`src/rtl/bcd7seg_pkg.sv`:
```
// Shared constants and helpers for the BCD 7-segment scan driver.
// Segment patterns are {a,b,c,d,e,f,g} in bits 6..0, active-high.
package bcd7seg_pkg;

    localparam logic [7:0] SEG_BLANK = 8'h00;

    localparam logic [6:0] SEG_0 = 7'h7E;
    localparam logic [6:0] SEG_1 = 7'h30;
    localparam logic [6:0] SEG_2 = 7'h6D;
    localparam logic [6:0] SEG_3 = 7'h79;
    localparam logic [6:0] SEG_4 = 7'h33;
    localparam logic [6:0] SEG_5 = 7'h5B;
    localparam logic [6:0] SEG_6 = 7'h5F;
    localparam logic [6:0] SEG_7 = 7'h70;
    localparam logic [6:0] SEG_8 = 7'h7F;
    localparam logic [6:0] SEG_9 = 7'h7B;

    // Counter width for a range of n values; never narrower than one bit.
    function automatic int cnt_width(input int n);
        return (n <= 1) ? 1 : $clog2(n);
    endfunction

    // Non-decimal codes (10..15) decode to all segments off.
    function automatic logic [6:0] seg_decode(input logic [3:0] d);
        logic [6:0] s;
        case (d)
            4'd0:    s = SEG_0;
            4'd1:    s = SEG_1;
            4'd2:    s = SEG_2;
            4'd3:    s = SEG_3;
            4'd4:    s = SEG_4;
            4'd5:    s = SEG_5;
            4'd6:    s = SEG_6;
            4'd7:    s = SEG_7;
            4'd8:    s = SEG_8;
            4'd9:    s = SEG_9;
            default: s = 7'h00;
        endcase
        return s;
    endfunction

endpackage

```
`src/rtl/bcd7seg_decode.sv`:
```
// Combinational BCD digit to a..g segment decoder.
module bcd7seg_decode
    import bcd7seg_pkg::*;
(
    input  logic [3:0] bcd,
    output logic [6:0] seg
);

    // Pure table lookup; shared with anything else that needs the pattern.
    assign seg = seg_decode(bcd);

endmodule

```
`src/rtl/bcd7segment_scan.sv`:
```
// Time-multiplexed 7-segment driver: shadow-registered BCD word, round-robin
// digit scan with a programmable slot length and dark cycles at the start of
// each slot to suppress ghosting between digits.
// Optional feature macro: BCD7SEG_LZB_EN (leading-zero blanking, mask taken
// at Load time).
module bcd7segment_scan
    import bcd7seg_pkg::*;
#(
    parameter int DIGITS    = 4,     // 1..16
    parameter int SCAN_DIV  = 1000,  // clocks per digit slot, >= 2
    parameter int BLANK_CYC = 1      // dark clocks per slot, 0..SCAN_DIV-1
) (
    input  logic                CLK,
    input  logic                nRST,
    input  logic                En,
    input  logic                Load,
    input  logic [4*DIGITS-1:0] BCD,
    input  logic [DIGITS-1:0]   DP,
    output logic [7:0]          Segment,
    output logic [DIGITS-1:0]   DigitSel,
    output logic                ScanTick
);

    localparam int              CW       = cnt_width(SCAN_DIV);
    localparam int              IW       = cnt_width(DIGITS);
    localparam logic [CW-1:0]   CNT_LAST = CW'(SCAN_DIV - 1);
    localparam logic [CW-1:0]   CNT_LIT  = CW'(BLANK_CYC);
    localparam logic [IW-1:0]   IDX_LAST = IW'(DIGITS - 1);

    logic [CW-1:0]            cnt;
    logic [IW-1:0]            idx;
    logic [DIGITS-1:0][3:0]   bcd_sh;
    logic [DIGITS-1:0]        dp_sh;
    logic [3:0]               cur_bcd;
    logic [6:0]               cur_seg;
    logic [6:0]               lit_seg;
    logic                     lit;

    // Prescaler and digit index; both freeze while scanning is disabled.
    always_ff @(posedge CLK or negedge nRST) begin
        if (!nRST) begin
            cnt <= '0;
            idx <= '0;
        end else if (En) begin
            if (cnt == CNT_LAST) begin
                cnt <= '0;
                idx <= (idx == IDX_LAST) ? '0 : idx + 1'b1;
            end else begin
                cnt <= cnt + 1'b1;
            end
        end
    end

    // Shadow capture; reset value 4'hF decodes dark so nothing shows before Load.
    always_ff @(posedge CLK or negedge nRST) begin
        if (!nRST) begin
            bcd_sh <= '1;
            dp_sh  <= '0;
        end else if (Load) begin
            bcd_sh <= BCD;
            dp_sh  <= DP;
        end
    end

    assign cur_bcd = bcd_sh[idx];

    bcd7seg_decode u_dec (
        .bcd (cur_bcd),
        .seg (cur_seg)
    );

`ifdef BCD7SEG_LZB_EN
    logic [DIGITS-1:0] lzb_next;
    logic [DIGITS-1:0] lzb_sh;

    // Digit i blanks when it and every digit above it are zero; digit 0 never.
    always_comb begin
        logic run;
        lzb_next = '0;
        run      = 1'b1;
        for (int i = DIGITS - 1; i >= 1; i--) begin
            run         = run & (BCD[4*i +: 4] == 4'd0);
            lzb_next[i] = run;
        end
    end

    // Mask is taken together with the digits so it always matches the shadow.
    always_ff @(posedge CLK or negedge nRST) begin
        if (!nRST)
            lzb_sh <= '0;
        else if (Load)
            lzb_sh <= lzb_next;
    end

    assign lit_seg = lzb_sh[idx] ? 7'h00 : cur_seg;
`else
    assign lit_seg = cur_seg;
`endif

    assign lit = En && (cnt >= CNT_LIT);

    // Registered pin drive; slot tick marks the first cycle of every slot.
    always_ff @(posedge CLK or negedge nRST) begin
        if (!nRST) begin
            Segment  <= SEG_BLANK;
            DigitSel <= '0;
            ScanTick <= 1'b0;
        end else begin
            Segment  <= lit ? {dp_sh[idx], lit_seg} : SEG_BLANK;
            DigitSel <= lit ? (DIGITS'(1) << idx) : '0;
            ScanTick <= En && (cnt == '0);
        end
    end

endmodule
```
`config.mk`:
```
export PLATFORM = sky130hd
export DESIGN_NAME = bcd7segment_scan
export DESIGN_NICKNAME = d
export VERILOG_FILES = /design/src/rtl/bcd7seg_pkg.sv /design/src/rtl/bcd7seg_decode.sv /design/src/rtl/bcd7segment_scan.sv
export SDC_FILE = /design/constraint.sdc
export NUM_CORES = 1
export LEC_CHECK = 0
export ABC_CLOCK_PERIOD_IN_PS = 5350
export CORE_MARGIN = 3
export CORE_UTILIZATION = 56
export DETAILED_ROUTE_END_ITERATION = 10
export PLACE_DENSITY = 0.84
export SYNTH_ARGS = -nofsm -noshare
export SYNTH_HDL_FRONTEND = slang
export SYNTH_SLANG_ARGS = --single-unit
```
`constraint.sdc`:
```
create_clock -name CLK -period 5.35 [get_ports CLK]
set_input_delay 1.605 -clock CLK [delete_from_list [all_inputs] [get_ports CLK]]
set_output_delay 1.605 -clock CLK [all_outputs]
set_load 0.03 [all_outputs]
```
# Yosys cells after proc, flatten, opt, wreduce, memory -nomap -nowiden

Memories as Yosys holds them, arrays and structs flattened.
Cells that the tools add are included.

Bits in read-only memories: 112
Output and inout port bits: 13
Memories kept: 1
Input bits: 24
Word-level logic and storage cells: 30
Register bits after elaboration: 45

$lt $le $gt $ge: 2
Add/sub/neg operators: 2
Reduce and logical (&&, ||, !) cells: 4
Shift operators: 1
Equality and inequality tests: 2
Muxes and demuxes: 8

Memories:

| name            | words | bits a word | rd ports | clocked after memory_dff | write ports | RTL line          | RTL |
|---|---|---|---|---|---|---|---|
| (no name shown) | 16    | 7           | 1        | 0                        | 0           | bcd7seg_pkg.sv:26 | `case (d)` |

Operator list:

| kind                  | number |
|---|---|
| $add 10x1->10 const B | 1 |
| $eq 10x10->1 const B  | 1 |
| $ge 10x1->1 const B   | 1 |
| $logic_not 10->1      | 1 |
| $mux 10               | 1 |
| $bmux 4 s2            | 1 |
| $mux 4                | 2 |
| $mux 8                | 1 |
| $shl 1x2->4 const A   | 1 |
| $lt 2x3->1 const B    | 1 |
| $add 2x1->2 const B   | 1 |
| $bmux 1 s2            | 1 |
| $eq 2x2->1 const B    | 1 |
| $logic_and 1x1->1     | 2 |
| $mux 2                | 1 |
| $reduce_and 2->1      | 1 |
| $mux 1                | 1 |

# Depth between registers and ports, before layout

Gate-level depths: netlist (run 1).
An unclocked memory read counts as a cell.

Word-level depth: 4
Mapped depth: 7
Depth with buffers taken out: 6

# By module

Synthesis (run 1) repeated with hierarchy kept, for this count alone.

Cell total of the unflattened synthesis: 177
Area total of the unflattened synthesis: 2,235.9 µm²

By module, submodules not included:

| module           | seq. area each (µm²) | area each (µm²) | cells each | times used |
|---|---|---|---|---|
| bcd7segment_scan | 1,146.1              | 2,016.9         | 149        | 1 |
| bcd7seg_decode   | 0.0                  | 219.0           | 28         | 1 |

# Least setup slack after synthesis (run 1)

Ideal clock, no wire load.

Kind: input to register
Start: input port En
End: register idx[1]
Slack: 2.382 ns
Cell stages on the path: 5
Buffers on the path: 1
Arrival time: 2.840 ns
Cell sequence: buf_2 nand2_1 or4_1 nor2_4 mux2_1

Cells in the longest elaborated chain, start to end: 1

Ends and longest elaborated chain:

| what                       | RTL line               | RTL |
|---|---|---|
| start: declaration         | bcd7segment_scan.sv:15 | `input logic En,` |
| $reduce_and 2->1 (no line) | -                      |  |
| end signal: assignment     | bcd7segment_scan.sv:47 | `idx <= (idx == IDX_LAST) ? '0 : idx + 1'b1;` |
| end: declaration           | bcd7segment_scan.sv:31 | `logic [IW-1:0] idx;` |

No other way between the ends.
A chain may end at the register's enable or synchronous reset.

# Final worst setup path (run 1)

Same ends and word-level chain as after synthesis.

==> qor.yml, run 1 <==
yosys:
  yosys_warnings: 0
  synth_cell_type_count: 38
  synthFlopType: "sky130_fd_sc_hd__dfrtp_1"
  synth_simple_gate_area_share_pct: 10.6
  synth-adder-area-share_pct: 7.56
  ys_seq_area_share_pct: 53.3
  multiplexer_share_of_the_synthesized_area_pct: 16.9
  synth_xor_area_share_pct: 3.66
  synth_fp_nets: 204
  main_combinational_cell_family_by_area_after_synthesis: "multiplexers"
  syn_area_per_cell_sq_um: 12.9
  ffs_latches_synth: 45
  area_fraction_in_compound_gates_after_synthesis_pct: 5.06
  synth_enable_flop_cells: 0
  syn_inst: 167
  fraction_of_registers_with_async_set_or_reset_after_synthesis_pct: 100
  synth_area_sq_um: 2150
placement:
  place_inst: 244
  finalWeightedCongestion: 0.879
  place.detailed.hpwl_um: 2820
  portBuffers: 36
  place_area_sq_um: 2540
grt:
  grt_first_pass_wirelength_um: 6340
  grt_antenna_before_repair: 0
  first_global_vias: 1451
  gr-usage-all-layers_pct: 18.7
  grt_overflow_total: 0
  grt_start_max_net_pins: 46
cts:
  post_cts_hold_buffer_count: 0
  cts-buffers-inserted: 5
  resized_cells_post_cts: 0
  cts-root-buf: "sky130_fd_sc_hd__clkbuf_8"
  clock_sinks: 45
  tritoncts: "yes"
  cts.repair_timing.setup_buffer_count: 0
  htree_levels: 2
  clock_path_buffers: 2
  path_clk_slew_ns: 0.08
  clock_latency_ns: 0.30
cells_and_area:
  antenna_cells_inserted: 0
  layout.cells.most_common: "sky130_fd_sc_hd__clkdlybuf4s50_1"
  most-common-layout-cells: "sky130_fd_sc_hd__clkdlybuf4s50_1 (35), sky130_fd_sc_hd__dfrtp_1 (29), sky130_fd_sc_hd__mux2_2 (20)"
  layout.filler_cells: 227
  final-instance-count-excl-fill: 252
  synth_to_final_area_change_pct: 23.5
  finish.net_count: 242
  drive_above_1_share_pct: 25.7
  final_design_area_excluding_fillers_sq_um: 2660
sta:
  finalWorstPathRequiredPeriod_ns: 3.34
  setup_viol: 0
  finalMaxSlewViolations: 0
  worst_clock_skew_ns: 0.00997
  achievable-frequency_ghz: 0.300
  finalHoldViolCount: 0
  setup-tns-final_ns: 0
  grt_setup_unrepaired: "no"
  worst_slew_pin_slew_ns: 0.954
  period_share_pct: 62.4
  slew_headroom_pct: 36.4
hold_path:
  hold_path.class: "reg2reg"
  hold-path-cell-count: 1
floorplan:
  fp.dieArea_sq_um: 4620
  core-area_sq_um: 3520
  num_io_pins: 37
  dieWidth_um: 68.0
  die_height_um: 68.0
  num_rows: 21
  initial_utilization_pct: 61.1
worst_setup_path:
  path_max_fanout: 9
  worst_path_max_delay_cell: "sky130_fd_sc_hd__clkdlybuf4s50_1"
  worst_path_largest_cell_delay_ns: 0.67
  worstPathBufferInverterCount: 1
  cell_depth_of_the_worst_flop_to_flop_path: 6
  timing.critical_path.required_ns: 5.53
  cp_top_family: "simple AND/OR/NAND/NOR gates"
  setup.worst_path.end_class: "flip-flop"
  worstSetupStartpointType: "input pin"
  cp_num_cells: 5
  criticalPathCategory: "in2reg"
  timing.critical_path.cells: "clkdlybuf4s50_1 -> nand2_1 -> or4_1 -> nor2_4 -> mux2_1"
  worst_ep_arrival_time_ns: 3.52
power_and_ir_drop:
  power-per-cell-area_nw_per_um2: 347
  static_leakage_power_nw: 1.13
  irDropWorstVdd_mv: 0.252
route:
  firstDrtPassIters: 4
  detail_route.iter0.violations: 99
  wire_per_inst_um: 14.9
  detail_route.wirelength_um: 3750
  dr_total_vias: 1389
  post_drt_via_cell_ratio: 5.51
  antenna_violating_nets_left: 0
  drc: 0
status:
  run_status: "finished, final reports clean"
job:
  cap_violations: 0
[logic make-up (layout without fill, tap and decap cells)]
logic type	Yosys count	after routing
xor gates and xnor gates	9	9
AOI/OAI and AO/OA	16	16
buffers and inverters	15	54
DFF	45	45
adders and majority gates	13	13
muxes	27	27
and+or+nand+nor	42	42
[synthesized netlist by cell type (all sizes together), types with 3 or more instances]
master | number | area, sq um
nor4 | 3 | 18.8
nand4 | 3 | 18.8
clkbuf | 3 | 11.3
a21o | 3 | 22.5
xnor2 | 8 | 70.1
and2 | 5 | 31.3
nor2 | 13 | 56.3
nand2 | 5 | 18.8
nand3 | 3 | 15.0
inv | 10 | 37.5
a21oi | 5 | 25.0
nand2b | 3 | 18.8
dfstp | 16 | 420
mux2 | 21 | 236
ha | 13 | 163
dfrtp | 29 | 726
mux4 | 5 | 116
[report_power, final]
part           switching (W)  total, W  internal (W)  leakage, nW
registers          0.0000503  0.000450      0.000400        0.538
clock network       0.000112  0.000264      0.000152       0.0574
logic               0.000109  0.000209      0.000101        0.539
[layout make-up]
type / instances / area, sq um / area share, %
sequential: 45 / 1150 / 43.1
clock inverter: 2 / 37.5 / 1.41
timing repair buffer: 36 / 355 / 13.4
tap: 46 / 57.6 / 2.17
clock buffer: 6 / 82.6 / 3.11
inverter: 10 / 37.5 / 1.41
multi-input combinational: 107 / 941 / 35.4
[sequential cells by signal, indices dropped and copies added, names as in the netlist]
register	flops
bcd_sh	16
cnt	10
Segment	8
DigitSel	4
dp_sh	4
idx	2
ScanTick	1
[path summary, 6_finish.rpt]
kind	startpoint	endpoint	slack [ns]
worst min-delay path	dp_sh[1]	dp_sh[1]	0.51
min in group asynchronous	nRST	Segment[1]	1.46
worst max-delay path	En	idx[1]	2.01
worst max register to register	idx[0]	Segment[6]	3.29
worst min register to register	dp_sh[1]	dp_sh[1]	0.51
max in group asynchronous	nRST	dp_sh[1]	3.31
[worst register-to-register path: stages (launching register included)]
cell and delay, ns:
sky130_fd_sc_hd__dfrtp_1 0.65, sky130_fd_sc_hd__mux4_2 0.64, sky130_fd_sc_hd__inv_1 0.15, sky130_fd_sc_hd__ha_1 0.17
sky130_fd_sc_hd__nor2_1 0.05, sky130_fd_sc_hd__o211ai_1 0.18, sky130_fd_sc_hd__o21ai_1 0.10
[through the flow]
| step | total power (W) | hold WS (ns) | setup WS (ns) | util [%] |
|---|---|---|---|---|
| after detailed placement | 0.000664 | 0.500 | 1.74 | 72.1 |
| after global routing | 0.000971 | 0.551 | 1.96 | 75.5 |
| after floorplan | 0.000581 | 0.472 | 2.38 | - |
| after CTS | 0.000930 | 0.520 | 2.05 | 75.5 |
| final | 0.000923 | 0.515 | 2.01 | 75.5 |
| after global placement | 0.000650 | 0.483 | 1.80 | 72.1 |
[metal layers]
| layer | up-vias | share of wire [%] | GRT usage, % |
|---|---|---|---|
| met4 | 0 | 1.1 | 5.96 |
| met2 | 36 | 50 | 33.9 |
| li1 | 660 | - | - |
| met3 | 4 | 4.5 | 3.78 |
| met5 | - | 0 | 0 |
| met1 | 689 | 44 | 22.0 |
Note: power is estimated with default switching activity, not from simulation.
==> run 2: changes to the inputs <==
--- a/config.mk
+++ b/config.mk
@@ -5,11 +5,11 @@
 export SDC_FILE = /design/constraint.sdc
 export NUM_CORES = 1
 export LEC_CHECK = 0
-export ABC_CLOCK_PERIOD_IN_PS = 5350
+export ABC_CLOCK_PERIOD_IN_PS = 2710
 export CORE_MARGIN = 3
-export CORE_UTILIZATION = 56
+export CORE_UTILIZATION = 47
 export DETAILED_ROUTE_END_ITERATION = 10
-export PLACE_DENSITY = 0.84
+export PLACE_DENSITY = 0.75
 export SYNTH_ARGS = -nofsm -noshare
 export SYNTH_HDL_FRONTEND = slang
 export SYNTH_SLANG_ARGS = --single-unit
==> constraint.sdc (replaced) <==
create_clock -name CLK -period 2.71 [get_ports CLK]
set_input_delay 0.813 -clock CLK [delete_from_list [all_inputs] [get_ports CLK]]
set_output_delay 0.813 -clock CLK [all_outputs]
set_load 0.03 [all_outputs]
==> qor.yml, run 2 (synthesized netlist as in run 1, its figures left out) <==
worst_setup_path:
  worst_path_largest_cell_delay_ns: 0.63
  setup.worst_path.end_class: "flip-flop"
  timing.critical_path.cells: "mux4_2 -> inv_1 -> ha_1 -> a21oi_1 -> a21oi_1 -> nor2_1"
  worstSetupStartpointType: "flip-flop"
  worst_path_max_delay_cell: "sky130_fd_sc_hd__mux4_2"
  worst_ep_arrival_time_ns: 2.38
  criticalPathCategory: "reg2reg"
  cp_common_cell: "sky130_fd_sc_hd__a21oi_1"
  timing.critical_path.required_ns: 2.93
  r2r-start: "idx[0]"
  worstPathBufferInverterCount: 1
  path_max_fanout: 9
  cp_top_family: "multiplexers"
  timing.critical_path.from: "idx[0]"
route:
  detail_route.iter0.violations: 84
  wire_per_inst_um: 15.1
  antenna_violating_nets_left: 0
  firstDrtPassIters: 4
  post_drt_via_cell_ratio: 5.23
  dr_total_vias: 1359
  drc: 0
  detail_route.wirelength_um: 3940
floorplan:
  dieWidth_um: 73.7
  die_height_um: 73.7
  num_io_pins: 37
  num_rows: 23
  initial_utilization_pct: 51.2
  fp.dieArea_sq_um: 5430
  core-area_sq_um: 4200
job:
  cap_violations: 0
hold_path:
  hold_path.startpoint: "dp_sh[0]"
  hold_path.class: "reg2reg"
sta:
  setup-tns-final_ns: 0
  setup_viol: 0
  slew_headroom_pct: 60.6
  worst_clock_skew_ns: 0.00639
  finalMaxSlewViolations: 0
  period_share_pct: 79.5
  finalWorstPathRequiredPeriod_ns: 2.15
  worst_slew_pin_slew_ns: 0.586
  achievable-frequency_ghz: 0.464
  grt_setup_unrepaired: "no"
  finalHoldViolCount: 0
placement:
  portBuffers: 36
  place_area_sq_um: 2570
  finalWeightedCongestion: 0.856
  place_inst: 252
  place.detailed.hpwl_um: 2850
cells_and_area:
  final-instance-count-excl-fill: 260
  largest_register_ffs: 16
  largest_register: "bcd_sh"
  most-common-layout-cells: "sky130_fd_sc_hd__clkdlybuf4s50_1 (35), sky130_fd_sc_hd__dfrtp_1 (29), sky130_fd_sc_hd__mux2_2 (20)"
  post-route-util_pct: 64.4
  final_design_area_excluding_fillers_sq_um: 2710
  antenna_cells_inserted: 0
  finish.net_count: 246
  drive_above_1_share_pct: 27.1
  layout.cells.most_common: "sky130_fd_sc_hd__clkdlybuf4s50_1"
  layout_top_registers: "bcd_sh (16), cnt (10), Segment (8)"
  synth_to_final_area_change_pct: 25.8
  layout.filler_cells: 318
cts:
  resized_cells_post_cts: 0
  cts.repair_timing.setup_buffer_count: 0
  clock_latency_ns: 0.29
  clock_sinks: 45
  tritoncts: "yes"
  cts-buffers-inserted: 5
  htree_levels: 2
  clock_path_buffers: 2
  post_cts_hold_buffer_count: 0
  cts-root-buf: "sky130_fd_sc_hd__clkbuf_8"
  path_clk_slew_ns: 0.09
grt:
  grt_antenna_before_repair: 0
  grt_first_pass_wirelength_um: 6680
  gr-usage-all-layers_pct: 16.3
  first_global_vias: 1433
  grt_overflow_total: 0
  grt_start_max_net_pins: 46
power_and_ir_drop:
  irDropWorstVdd_mv: 0.402
  seq_power_share_pct: 46.9
  clock_power_share_pct: 31.1
  pwr-share-comb_pct: 22.0
  power-per-cell-area_nw_per_um2: 699
  intPower_w: 0.00136
  p_sw_share_pct: 28.3
  p_sw_w: 0.000535
  static_leakage_power_nw: 1.16
status:
  run_status: "finished, final reports clean"
==> run 2: per-stage QoR <==
stage / hold WS (ns) / setup slack, ns / power (W)
2_1_floorplan: 0.472 / 0.534 / 0.00115
3_3_place_gp: 0.483 / 0.278 / 0.00129
3_5_place_dp: 0.492 / 0.269 / 0.00131
4_1_cts: 0.512 / 0.533 / 0.00191
5_1_grt: 0.530 / 0.448 / 0.00199
6_report: 0.509 / 0.557 / 0.00189
==> run 2: final cells by class <==
type | instances | area [sq um] | area share (%)
Sequential cell | 45 | 1150 | 42.3
Multi-Input combinational cell | 107 | 941 | 34.8
Timing Repair Buffer | 40 | 385 | 14.2
Clock buffer | 5 | 68.8 | 2.54
Clock inverter | 3 | 65.1 | 2.40
Tap cell | 50 | 62.6 | 2.31
Inverter | 10 | 37.5 | 1.39
==> run 2: final timing paths <==
check	cells past startpoint	end	slack, ns
min in group asynchronous	2	Segment[6]	0.59
setup / recovery	6	Segment[5]	0.56
max in group asynchronous	2	bcd_sh[3]	1.74
setup reg to reg	6	Segment[5]	0.56
hold reg to reg	1	dp_sh[0]	0.51
hold / removal	1	dp_sh[0]	0.51
==> run 2: power by group through the flow <==
| stage | logic [W] | clock network [W] | registers [W] |
|---|---|---|---|
| after floorplan | 0.000235 | 0 | 0.000913 |
| after global placement | 0.000397 | 0 | 0.000889 |
| after detailed placement | 0.000416 | 0 | 0.000897 |
| after CTS | 0.000422 | 0.000597 | 0.000886 |
| after global routing | 0.000463 | 0.000619 | 0.000907 |
| final | 0.000416 | 0.000589 | 0.000887 |
==> run 2: metal layers <==
layer  global-route usage [%]  up-vias  wire length (um)
met4                     6.04        0                61
met2                     26.9       32              1930
met5                        0        -                 0
met1                     21.1      657              1770
li1                         -      664                 -
met3                     3.42        6               167
==> run 3: changes to the inputs <==
--- a/config.mk
+++ b/config.mk
@@ -5,11 +5,11 @@
 export SDC_FILE = /design/constraint.sdc
 export NUM_CORES = 1
 export LEC_CHECK = 0
-export ABC_CLOCK_PERIOD_IN_PS = 2710
+export ABC_CLOCK_PERIOD_IN_PS = 2150
 export CORE_MARGIN = 3
-export CORE_UTILIZATION = 47
+export CORE_UTILIZATION = 52
 export DETAILED_ROUTE_END_ITERATION = 10
-export PLACE_DENSITY = 0.75
+export PLACE_DENSITY = 0.79
 export SYNTH_ARGS = -nofsm -noshare
 export SYNTH_HDL_FRONTEND = slang
 export SYNTH_SLANG_ARGS = --single-unit
==> constraint.sdc (replaced) <==
create_clock -name CLK -period 2.15 [get_ports CLK]
set_input_delay 0.645 -clock CLK [delete_from_list [all_inputs] [get_ports CLK]]
set_output_delay 0.645 -clock CLK [all_outputs]
set_load 0.03 [all_outputs]
==> qor.yml, run 3 (synthesized netlist as in run 1, its figures left out) <==
hold_path:
  hold_path.class: "in2async"
worst_setup_path:
  worstPathBufferInverterCount: 1
  worst_path_max_delay_cell: "sky130_fd_sc_hd__or4_1"
  setup.worst_path.end_class: "flip-flop"
  criticalPathCategory: "in2reg"
  worst_path_largest_cell_delay_ns: 0.50
  cp_top_family: "simple AND/OR/NAND/NOR gates"
  r2r_end: "Segment[3]"
  setup.reg_to_reg.worst_slack_ns: 0.22
  timing.critical_path.cells: "clkdlybuf4s50_1 -> nand2_1 -> or4_1 -> nor2_4 -> mux2_1"
  r2r-start: "idx[0]"
  timing.critical_path.required_ns: 2.33
  cell_depth_of_the_worst_flop_to_flop_path: 6
  worstSetupStartpointType: "input pin"
  path_max_fanout: 3
  worst_ep_arrival_time_ns: 2.17
cells_and_area:
  most-common-layout-cells: "sky130_fd_sc_hd__clkdlybuf4s50_1 (35), sky130_fd_sc_hd__dfrtp_1 (29), sky130_fd_sc_hd__mux2_2 (20)"
  antenna_cells_inserted: 0
  largest_register: "bcd_sh"
  layout.filler_cells: 281
  area_of_the_multi_input_gates_sq_um: 941
  layout_top_registers: "bcd_sh (16), cnt (10), Segment (8)"
  synth_to_final_area_change_pct: 25.5
  drive_above_1_share_pct: 27.4
  layout.cells.most_common: "sky130_fd_sc_hd__clkdlybuf4s50_1"
  largest_register_ffs: 16
  final-seq-area_sq_um: 1150
  final_design_area_excluding_fillers_sq_um: 2700
  finish.net_count: 251
  final-instance-count-excl-fill: 263
placement:
  finalWeightedCongestion: 0.890
  place_area_sq_um: 2620
  place.detailed.hpwl_um: 2990
  dpl_worst_slack_ns: -0.160
  portBuffers: 36
  place_inst: 255
route:
  antenna_violating_nets_left: 0
  detail_route.wirelength_um: 3860
  drc: 0
  detail_route.iter0.violations: 113
  firstDrtPassIters: 4
  post_drt_via_cell_ratio: 5.37
  dr_total_vias: 1413
  wire_per_inst_um: 14.7
sta:
  finalWorstSetupSlack_ns: 0.152
  finalHoldViolCount: 0
  finalMaxSlewViolations: 0
  finalWorstPathRequiredPeriod_ns: 2.00
  achievable-frequency_ghz: 0.500
  worst_slew_pin_slew_ns: 0.555
  worst_clock_skew_ns: 0.00819
  grt_setup_unrepaired: "no"
  timing.hold.ws_ns: 0.298
  slew_headroom_pct: 62.7
  setup_viol: 0
  setup-tns-final_ns: 0
  period_share_pct: 92.9
floorplan:
  core-area_sq_um: 3830
  initial_utilization_pct: 56.2
  die_height_um: 70.3
  num_io_pins: 37
  num_rows: 22
  dieWidth_um: 70.3
  fp.dieArea_sq_um: 4950
cts:
  tritoncts: "yes"
  clock_path_buffers: 2
  htree_levels: 2
  cts-root-buf: "sky130_fd_sc_hd__clkbuf_8"
  path_clk_slew_ns: 0.08
  cts-buffers-inserted: 5
  post_cts_hold_buffer_count: 0
  cts.repair_timing.setup_buffer_count: 0
  clock_sinks: 45
  resized_cells_post_cts: 0
  clock_latency_ns: 0.29
grt:
  grt_first_pass_wirelength_um: 6960
  first_global_vias: 1526
  grt_antenna_before_repair: 0
  grt_overflow_total: 0
  grt_start_max_net_pins: 26
  gr-usage-all-layers_pct: 17.8
job:
  cap_violations: 0
power_and_ir_drop:
  static_leakage_power_nw: 1.16
  irDropWorstVdd_mv: 0.513
  power-per-cell-area_nw_per_um2: 801
status:
  run_status: "finished, final reports clean"
[run 3: changes by cell type in the layout (fill, tap and decap cells not counted)]
cell	delta
sky130_fd_sc_hd__buf_12	+1
sky130_fd_sc_hd__buf_4	+4
sky130_fd_sc_hd__bufinv_16	-2
sky130_fd_sc_hd__clkbuf_1	+3
sky130_fd_sc_hd__clkinv_2	-1
[run 3: metrics by stage]
step	total power, W	util [%]
global placement	0.00165	68.5
floorplan	0.00145	-
CTS	0.00218	70.6
global route	0.00230	70.6
finish	0.00216	70.6
detailed placement	0.00168	68.5
[run 3: area by class of cell]
class,instances,share of cell area (%)
Clock buffer,8,2.97
Inverter,10,1.39
Multi-Input combinational cell,107,34.8
Sequential cell,45,42.4
Tap cell,48,2.22
Timing Repair Buffer,45,16.1
[run 3: worst register-to-register path: stages, from the launching register on]
cell and delay (ns):
sky130_fd_sc_hd__dfrtp_1 0.54, sky130_fd_sc_hd__mux4_2 0.62, sky130_fd_sc_hd__inv_1 0.15, sky130_fd_sc_hd__ha_1 0.16
sky130_fd_sc_hd__nor2_1 0.04, sky130_fd_sc_hd__o211ai_1 0.20, sky130_fd_sc_hd__o21ai_1 0.10
[run 3: where the power goes]
group          leakage, nW  switching, W  internal (W)
clock network       0.0395      0.000265      0.000231
registers            0.538      0.000122      0.000995
logic                0.586      0.000275      0.000275
[run 3: metal layers]
metal	wire [um]	track usage, %	share of wire (%)	vias up
met5	0	0	0	-
met4	53	7.02	1.4	0
met3	205	3.31	5.3	6
met2	1910	29.5	50	45
met1	1690	22.9	44	689
li1	-	-	-	673
[run 3: worst max path at each step]
stage | startpoint | to | slack (ns) | cells after the start
after CTS | En | idx[1] | 0.14 | 5
final | En | idx[1] | 0.15 | 5
after global placement | En | idx[1] | -0.10 | 5
after global routing | idx[0] | Segment[6] | 0.07 | 6
after floorplan | En | idx[1] | 0.14 | 5
after detailed placement | En | idx[1] | -0.16 | 5
